**src/rtl/mult_rf_pkg.sv**
```systemverilog
// Shared widths, typedefs and the multiplier stage payload for mult_rf_pipe.
package mult_rf_pkg;

  localparam int unsigned PKG_DATA_W = 16;
  localparam int unsigned PKG_ADDR_W = 3;

  typedef logic [PKG_ADDR_W-1:0]   reg_addr_t;
  typedef logic [PKG_DATA_W-1:0]   data_t;
  typedef logic [2*PKG_DATA_W-1:0] prod_t;

  typedef struct packed {
    logic      valid;
    logic      wb;
    reg_addr_t rd;
    data_t     a;
    data_t     b;
  } stage_t;

endpackage

```
**src/rtl/mult_rf_pipe_mult_pipe.sv**
```systemverilog
// One lane's pipelined unsigned multiplier with valid/wb/rd sideband.
module mult_pipe
  import mult_rf_pkg::*;
#(
  parameter int unsigned STAGES = 2
) (
  input  logic      clk,
  input  logic      rst,
  input  stage_t    issue,
  output logic      res_valid,
  output logic      res_wb,
  output reg_addr_t res_rd,
  output prod_t     res_data
);

  stage_t                   s0;
  logic      [STAGES-1:0]   v;
  logic      [STAGES-1:0]   wb;
  reg_addr_t [STAGES-1:0]   rd;
  prod_t     [STAGES-1:0]   p;

  // Stage 0 captures the operands; the product is formed on the way into
  // stage 1 and then shifted down the remaining stages.
  always_ff @(posedge clk or posedge rst) begin
    if (rst) begin
      s0 <= '0;
      v  <= '0;
      wb <= '0;
      rd <= '0;
      p  <= '0;
    end else begin
      s0    <= issue;
      v[0]  <= s0.valid;
      wb[0] <= s0.wb;
      rd[0] <= s0.rd;
      p[0]  <= prod_t'(s0.a) * prod_t'(s0.b);
      for (int i = 1; i < int'(STAGES); i++) begin
        v[i]  <= v[i-1];
        wb[i] <= wb[i-1];
        rd[i] <= rd[i-1];
        p[i]  <= p[i-1];
      end
    end
  end

  assign res_valid = v[STAGES-1];
  assign res_wb    = wb[STAGES-1];
  assign res_rd    = rd[STAGES-1];
  assign res_data  = p[STAGES-1];

endmodule

```
**src/rtl/mult_rf_pipe.sv**
```systemverilog
// Multi-lane register bank + pipelined multiplier with busy scoreboard and writeback bypass.
module mult_rf_pipe
  import mult_rf_pkg::*;
#(
  parameter int unsigned LANES       = 2,
  parameter int unsigned DATA_W      = PKG_DATA_W,
  parameter int unsigned ADDR_W      = PKG_ADDR_W,
  parameter int unsigned MULT_STAGES = 2
) (
  input  logic                              clk,
  input  logic                              rst,
  input  logic [LANES-1:0]                  op_valid,
  output logic [LANES-1:0]                  op_ready,
  input  logic [LANES-1:0][ADDR_W-1:0]      op_rs1,
  input  logic [LANES-1:0][ADDR_W-1:0]      op_rs2,
  input  logic [LANES-1:0][ADDR_W-1:0]      op_rd,
  input  logic [LANES-1:0]                  op_wb,
  input  logic [LANES-1:0]                  w_valid,
  input  logic [LANES-1:0][ADDR_W-1:0]      w_addr,
  input  logic [LANES-1:0][DATA_W-1:0]      w_data,
  output logic [LANES-1:0]                  w_err,
  output logic [LANES-1:0]                  res_valid,
  output logic [LANES-1:0][2*DATA_W-1:0]    res_data,
  output logic [LANES-1:0][ADDR_W-1:0]      res_rd
);

  localparam int unsigned REGS = 2**ADDR_W;

  for (genvar l = 0; l < int'(LANES); l++) begin : g_lane
    logic [REGS-1:0][DATA_W-1:0] bank;
    logic [REGS-1:0]             busy;
    logic                        res_wb;
    logic                        wb_act;
    logic [DATA_W-1:0]           wb_val;
    logic [DATA_W-1:0]           rd_a;
    logic [DATA_W-1:0]           rd_b;
    logic                        hit_a;
    logic                        hit_b;
    logic                        fire;
    logic                        drop;
    logic                        w_err_q;
    stage_t                      issue;

    assign wb_act = res_valid[l] & res_wb;
    assign wb_val = res_data[l][DATA_W-1:0];
    assign hit_a  = wb_act && (res_rd[l] == op_rs1[l]);
    assign hit_b  = wb_act && (res_rd[l] == op_rs2[l]);

    // A busy source is fine when its value is arriving on the bypass this cycle.
    assign op_ready[l] = ~rst & ~(busy[op_rs1[l]] & ~hit_a) & ~(busy[op_rs2[l]] & ~hit_b);
    assign fire        = op_valid[l] & op_ready[l];

    assign rd_a  = hit_a ? wb_val : bank[op_rs1[l]];
    assign rd_b  = hit_b ? wb_val : bank[op_rs2[l]];
    assign issue = '{valid: fire, wb: op_wb[l], rd: op_rd[l], a: rd_a, b: rd_b};

    assign drop     = w_valid[l] & (busy[w_addr[l]] | (wb_act && (res_rd[l] == w_addr[l])));
    assign w_err[l] = w_err_q;

    // Bank, scoreboard and drop flag; a same-edge set of busy overrides the clear.
    always_ff @(posedge clk or posedge rst) begin
      if (rst) begin
        bank    <= '0;
        busy    <= '0;
        w_err_q <= 1'b0;
      end else begin
        if (wb_act) bank[res_rd[l]] <= wb_val;
        if (w_valid[l] && !drop) bank[w_addr[l]] <= w_data[l];
        if (wb_act) busy[res_rd[l]] <= 1'b0;
        if (fire && op_wb[l]) busy[op_rd[l]] <= 1'b1;
        w_err_q <= drop;
      end
    end

    mult_pipe #(
      .STAGES(MULT_STAGES)
    ) u_pipe (
      .clk      (clk),
      .rst      (rst),
      .issue    (issue),
      .res_valid(res_valid[l]),
      .res_wb   (res_wb),
      .res_rd   (res_rd[l]),
      .res_data (res_data[l])
    );
  end

endmodule

```
**config.mk**
```make
export PLATFORM = sky130hd
export DESIGN_NAME = mult_rf_pipe
export DESIGN_NICKNAME = d
export VERILOG_FILES = /design/src/rtl/mult_rf_pkg.sv /design/src/rtl/mult_rf_pipe_mult_pipe.sv /design/src/rtl/mult_rf_pipe.sv
export SDC_FILE = /design/constraint.sdc
export NUM_CORES = 2
export LEC_CHECK = 0
export ABC_AREA = 1
export BUFFER_PORTS_ARGS = -buffer_cell sky130_fd_sc_hd__buf_2
export CORE_ASPECT_RATIO = 0.5
export CORE_UTILIZATION = 60
export DETAILED_ROUTE_END_ITERATION = 8
export PLACE_DENSITY = 0.79
export REMOVE_ABC_BUFFERS = 1
export SKIP_LAST_GASP = 1
export SYNTH_ARGS = -nofsm -noshare
export SYNTH_HDL_FRONTEND = slang
export SYNTH_SLANG_ARGS = --single-unit
```
**constraint.sdc**
```tcl
create_clock -name clk -period 57.1 [get_ports clk]
set_clock_uncertainty 0.05 [all_clocks]
set_input_delay 14.275 -clock clk [delete_from_list [all_inputs] [get_ports clk]]
set_output_delay 14.275 -clock clk [all_outputs]
set_load 0.01 [all_outputs]
```
# == After elaboration in Yosys (flattened, before gate mapping) ==
# Cells that the tools add are included.
# classes
eq_ne,6
magnitude_cmp,16
mux,52
n_mul,2
bitwise,31
n_reduce_logical,18
# op_table
operator,n
$bwmux W128,4
$mux W128,4
$bmux W16 S3,4
$demux W16 S3,4
$mux W16,12
$mul A16 B16 Y32,2
$lt A3 B4 Y1 const B,10
$mux W8,4
$bmux W1 S3,6
$eq A3 B3 Y1,6
$ge A3 B1 Y1 const B,6
$and A8 B8 Y8,2
$logic_and A1 B1 Y1,16
$not A8 Y8,2
$or A8 B8 Y8,2
$and A1 B1 Y1,14
$demux W1 S3,4
$mux W1,10
$not A1 Y1,9
$logic_not A1 Y1,2
$or A1 B1 Y1,2
# totals
input_bits,64
regBits,496
wordCells,167

# == Logic depth before layout (Yosys ltp) ==
# logic_depth
ltp_word,10
ltp_mapped,26

# == By module ==
# A second synthesis with hierarchy kept.
# unflattened
hier_cells,6657
hier_area_um2,46948.8
# by_module_without_submodules
module,area_per_inst_um2,n_inst,cells_each
mult_rf_pipe,21859.7,1,3623
mult_pipe at g_lane[0].u_pipe,12564.6,1,1518
mult_pipe at g_lane[1].u_pipe,12524.5,1,1516

# == Least setup slack after synthesis ==
# No wires, ideal clock.
# synth_timing
kind,input to output
startpoint,input rst
endpoint,output op_ready[0]
t_arrival_ns,26.004
path_slack_ns,16.771
n_path_buf,0
cell_stages,3
path_cell_list,inv_1 > nand2_1 > nor2_2
# synth_between
elab_chain_cells,3
# synth_lines
item,line,rtl
start: declaration,mult_rf_pipe.sv:11,"input logic rst,"
$not A1 Y1,mult_rf_pipe.sv:50,assign op_ready[l] = ~rst & ~(busy[op_rs1[l]] & ~hit_a) & ~(busy[op_rs2[l]] & ~hit_b);
$and A1 B1 Y1 (2 in a row),mult_rf_pipe.sv:50,
end: declaration,mult_rf_pipe.sv:13,"output logic [LANES-1:0] op_ready,"
# Every way passes these cells.

# == Worst setup path after layout ==
# layout_timing
startpoint,input op_rs1[3] (netlist bit)
endpoint,output op_ready[1]
# layout_between
elab_chain_cells,7
elab_cells_between_ends,9
cone_classes,eq/ne: 1; mux: 2; bitwise: 5; reduce/logical: 1
# layout_lines
item,line,rtl
start: declaration,mult_rf_pipe.sv:14,"input logic [LANES-1:0][ADDR_W-1:0] op_rs1,"
"parallel branches: the longest is 3 deep, another holds $bmux W1 S3",n/a,
$and A1 B1 Y1 *,mult_rf_pipe.sv:50,
$not A1 Y1 *,mult_rf_pipe.sv:50,
$and A1 B1 Y1 * (2 in a row),mult_rf_pipe.sv:50,
# Every way passes the cells marked *. The select of a mux whose other input is x is not followed.

==> results.txt <==
status - finished, final reports clean
Worst Path Required - 42.78 ns
synthesis warning total - 0
Startpoint Class - input pin
met2 Use GR - 55.0%
M1 GR Usage - 53.2%
post-route minimum period - 31.79 ns
Clock Tree Root - clkbuf_16
share of cells above drive strength 1 - 4.76%
gate count of the mapped netlist - 6424
critical path class - input pin to output port
Final Hold Viols - 0
Critical Path Start - op_rs1[3]
vias per cell - 5.97
Peak Freq - 31.5 MHz
most frequent cells in the layout - nand2_1 (1954), inv_1 (963), o21ai_0 (804)
Die H - 198 um
drt first pass iters - 8
H-tree levels - 2
final period utilization - 55.7%
RSZ-0062 raised after global routing - no
CP Capture Type - output port
commonest non-fill, non-tap cell in the layout - nand2_1
Netlist Area Pre-Place - 0.0460 mm2
Critical Path AT - 17.47 ns
layout filler cell count - 6607
vias - 43140
final setup vio count - 0
crit path max fanout - 90
Port Buf Inserts - 139
CP max-delay cell - nand2_1
vias in the first global route - 41282
Cell variety after synth - 34
Tightest Hold Check Type - flop to flop
Worst slew margin - 12.9%
clock tree buffer depth - 3
total die area - 0.0779 mm2
Hold Startpoint - g_lane[0].u_pipe.p[27]$_DFF_PP0_
area leader, netlist - dfrtp_1
WP buf/inv - 3
# clock sinks - 496
flop2flop setup slack - 50.77 ns
Max Cap Viol - 0
Worst path top cell family by delay - simple AND/OR/NAND/NOR gates
setup TNS - 0 ns
Routed WL - 148 mm
worst r2r src - g_lane[0].u_pipe.s0[25]$_DFF_PP0_
largest net degree at the start of global routing - 123
Final Util - 63.4%
hpwl dp - 103 mm
CP cell instances - buf_4 -> buf_4 -> nor2_1 -> nor2_1 -> nand2_1 -> nand3_1 -> nand2_1 -> nor2_2 -> buf_2
antenna-violating nets left - 0
Area contributors post-synth - dfrtp_1 (27%), fa_1 (17%), nand2_1 (16%), o21ai_0 (8.7%), inv_1 (7.9%)
Hold-fix buffers, CTS - 0
Synth Area per Inst - 7.16 um2
WHS - 0.293 ns
first-pass GRT wire length - 231 mm
TritonCTS buffer count - 48
PostCTS Resize Cnt - 0
Total GRT Usage - 38.1%
die width - 394 um
Iteration-0 DRC Markers - 6009
CTS tree - yes
drt drc - 0
antenna violations before repair - 17
Core Area - 0.0755 mm2
gr ovfl total - 0
GPL Wtd Cong - 1.00
Initial Utilization - 60.9%
post-DR wirelength/cell - 20.5 um
post-synth top area share - 27.0%
Area Growth Syn to Fin - 4.01%
M3 GR Usage - 12.1%
Pins Over Slew Limit - 0
Top Usage Layer GRT - met2
worst slew pin tran - 1.30 ns
Worst-Skew Late Latency - 0.64 ns
max incr delay on CP - 0.75 ns
Rows - 71
Seq/Total Area, Yosys - 27.0%
# IOs - 140
Setup Buffers After CTS - 0
Yosys reg bits - 496
Clk pin slew, worst setup/hold paths - 0.06 ns
nets - 6823
==> area by class of cell <==
cell class | instances | area [um2] | area share [%]
diodes | 5 | 12.5 | 0.0261
clock buffers | 63 | 1390 | 2.90
clock inverters | 26 | 319 | 0.667
inverters | 969 | 3640 | 7.61
multi-input cells | 4454 | 27700 | 57.8
flip-flops and latches | 496 | 12400 | 25.9
well taps | 1022 | 1280 | 2.67
repair buffers | 194 | 1120 | 2.35
==> Yosys cell counts, drive strengths merged <==
library cell	instances
nand2	1957
inv	968
o21ai	816
dfrtp	496
nand3	463
fa	388
clkbuf	322
ha	208
a21oi	195
buf	183
nor2	152
o211ai	133
nor3	38
nand4	35
xor2	34
o21bai	7
xnor2	7
o22ai	5
a21boi	3
a21o	3
nand3b	3
nor4	3
nor3b	2
a31oi	1
clkinv	1
o2111ai	1
==> sequential cells by signal, summed over array words and instances (netlist names), 6 cells and up <==
signal and count:
g_lane.u_pipe.rd 6, g_lane.u_pipe.res_rd 6, g_lane.busy 16, g_lane.u_pipe.s0 74, g_lane.u_pipe.p 64, g_lane.u_pipe.res_data 64, g_lane.bank 256
==> per-layer routing <==
metal	vias up	part of all wire [%]	wire length, um
met3	403	14	21400
li1	19506	-	-
met4	12	4.0	5980
met5	-	0.062	92
met1	20504	40	59300
met2	2715	41	61300
==> worst paths after layout <==
check                                                               end  cells after the start
worst min register to register  g_lane[0].u_pipe.res_data[27]$_DFF_PP0_                      0
worst max-delay path                                        op_ready[1]                      9
worst max register to register         g_lane[0].u_pipe.p[23]$_DFF_PP0_                     18
min in group asynchronous                 g_lane[1].bank[120]$_DFF_PP0_                      2
worst min-delay path            g_lane[0].u_pipe.res_data[27]$_DFF_PP0_                      0
max in group asynchronous              g_lane[1].u_pipe.p[22]$_DFF_PP0_                      5
==> stage by stage <==
stage	std cells	instance area (um2)	worst slack [ns]
after floorplan	5919	43700	16.77
after global placement	7135	46100	25.56
after detailed placement	7135	46100	25.46
after CTS	7224	47900	25.46
after global routing	7226	47900	25.18
final	7229	47900	25.31
==> kinds of logic after synthesis <==
group / after synthesis / share of synthesized area (%)
compound gates: 1164 / 13.5
xor+xnor: 41 / 0.780
fa+ha+maj: 596 / 22.5
buf+inv: 1474 / 12.9
flops: 496 / 27.0
simple gates: 2653 / 23.3
Power is not shown: default switching activity piles up to over one toggle a cycle in this logic, so the estimate is an artifact.
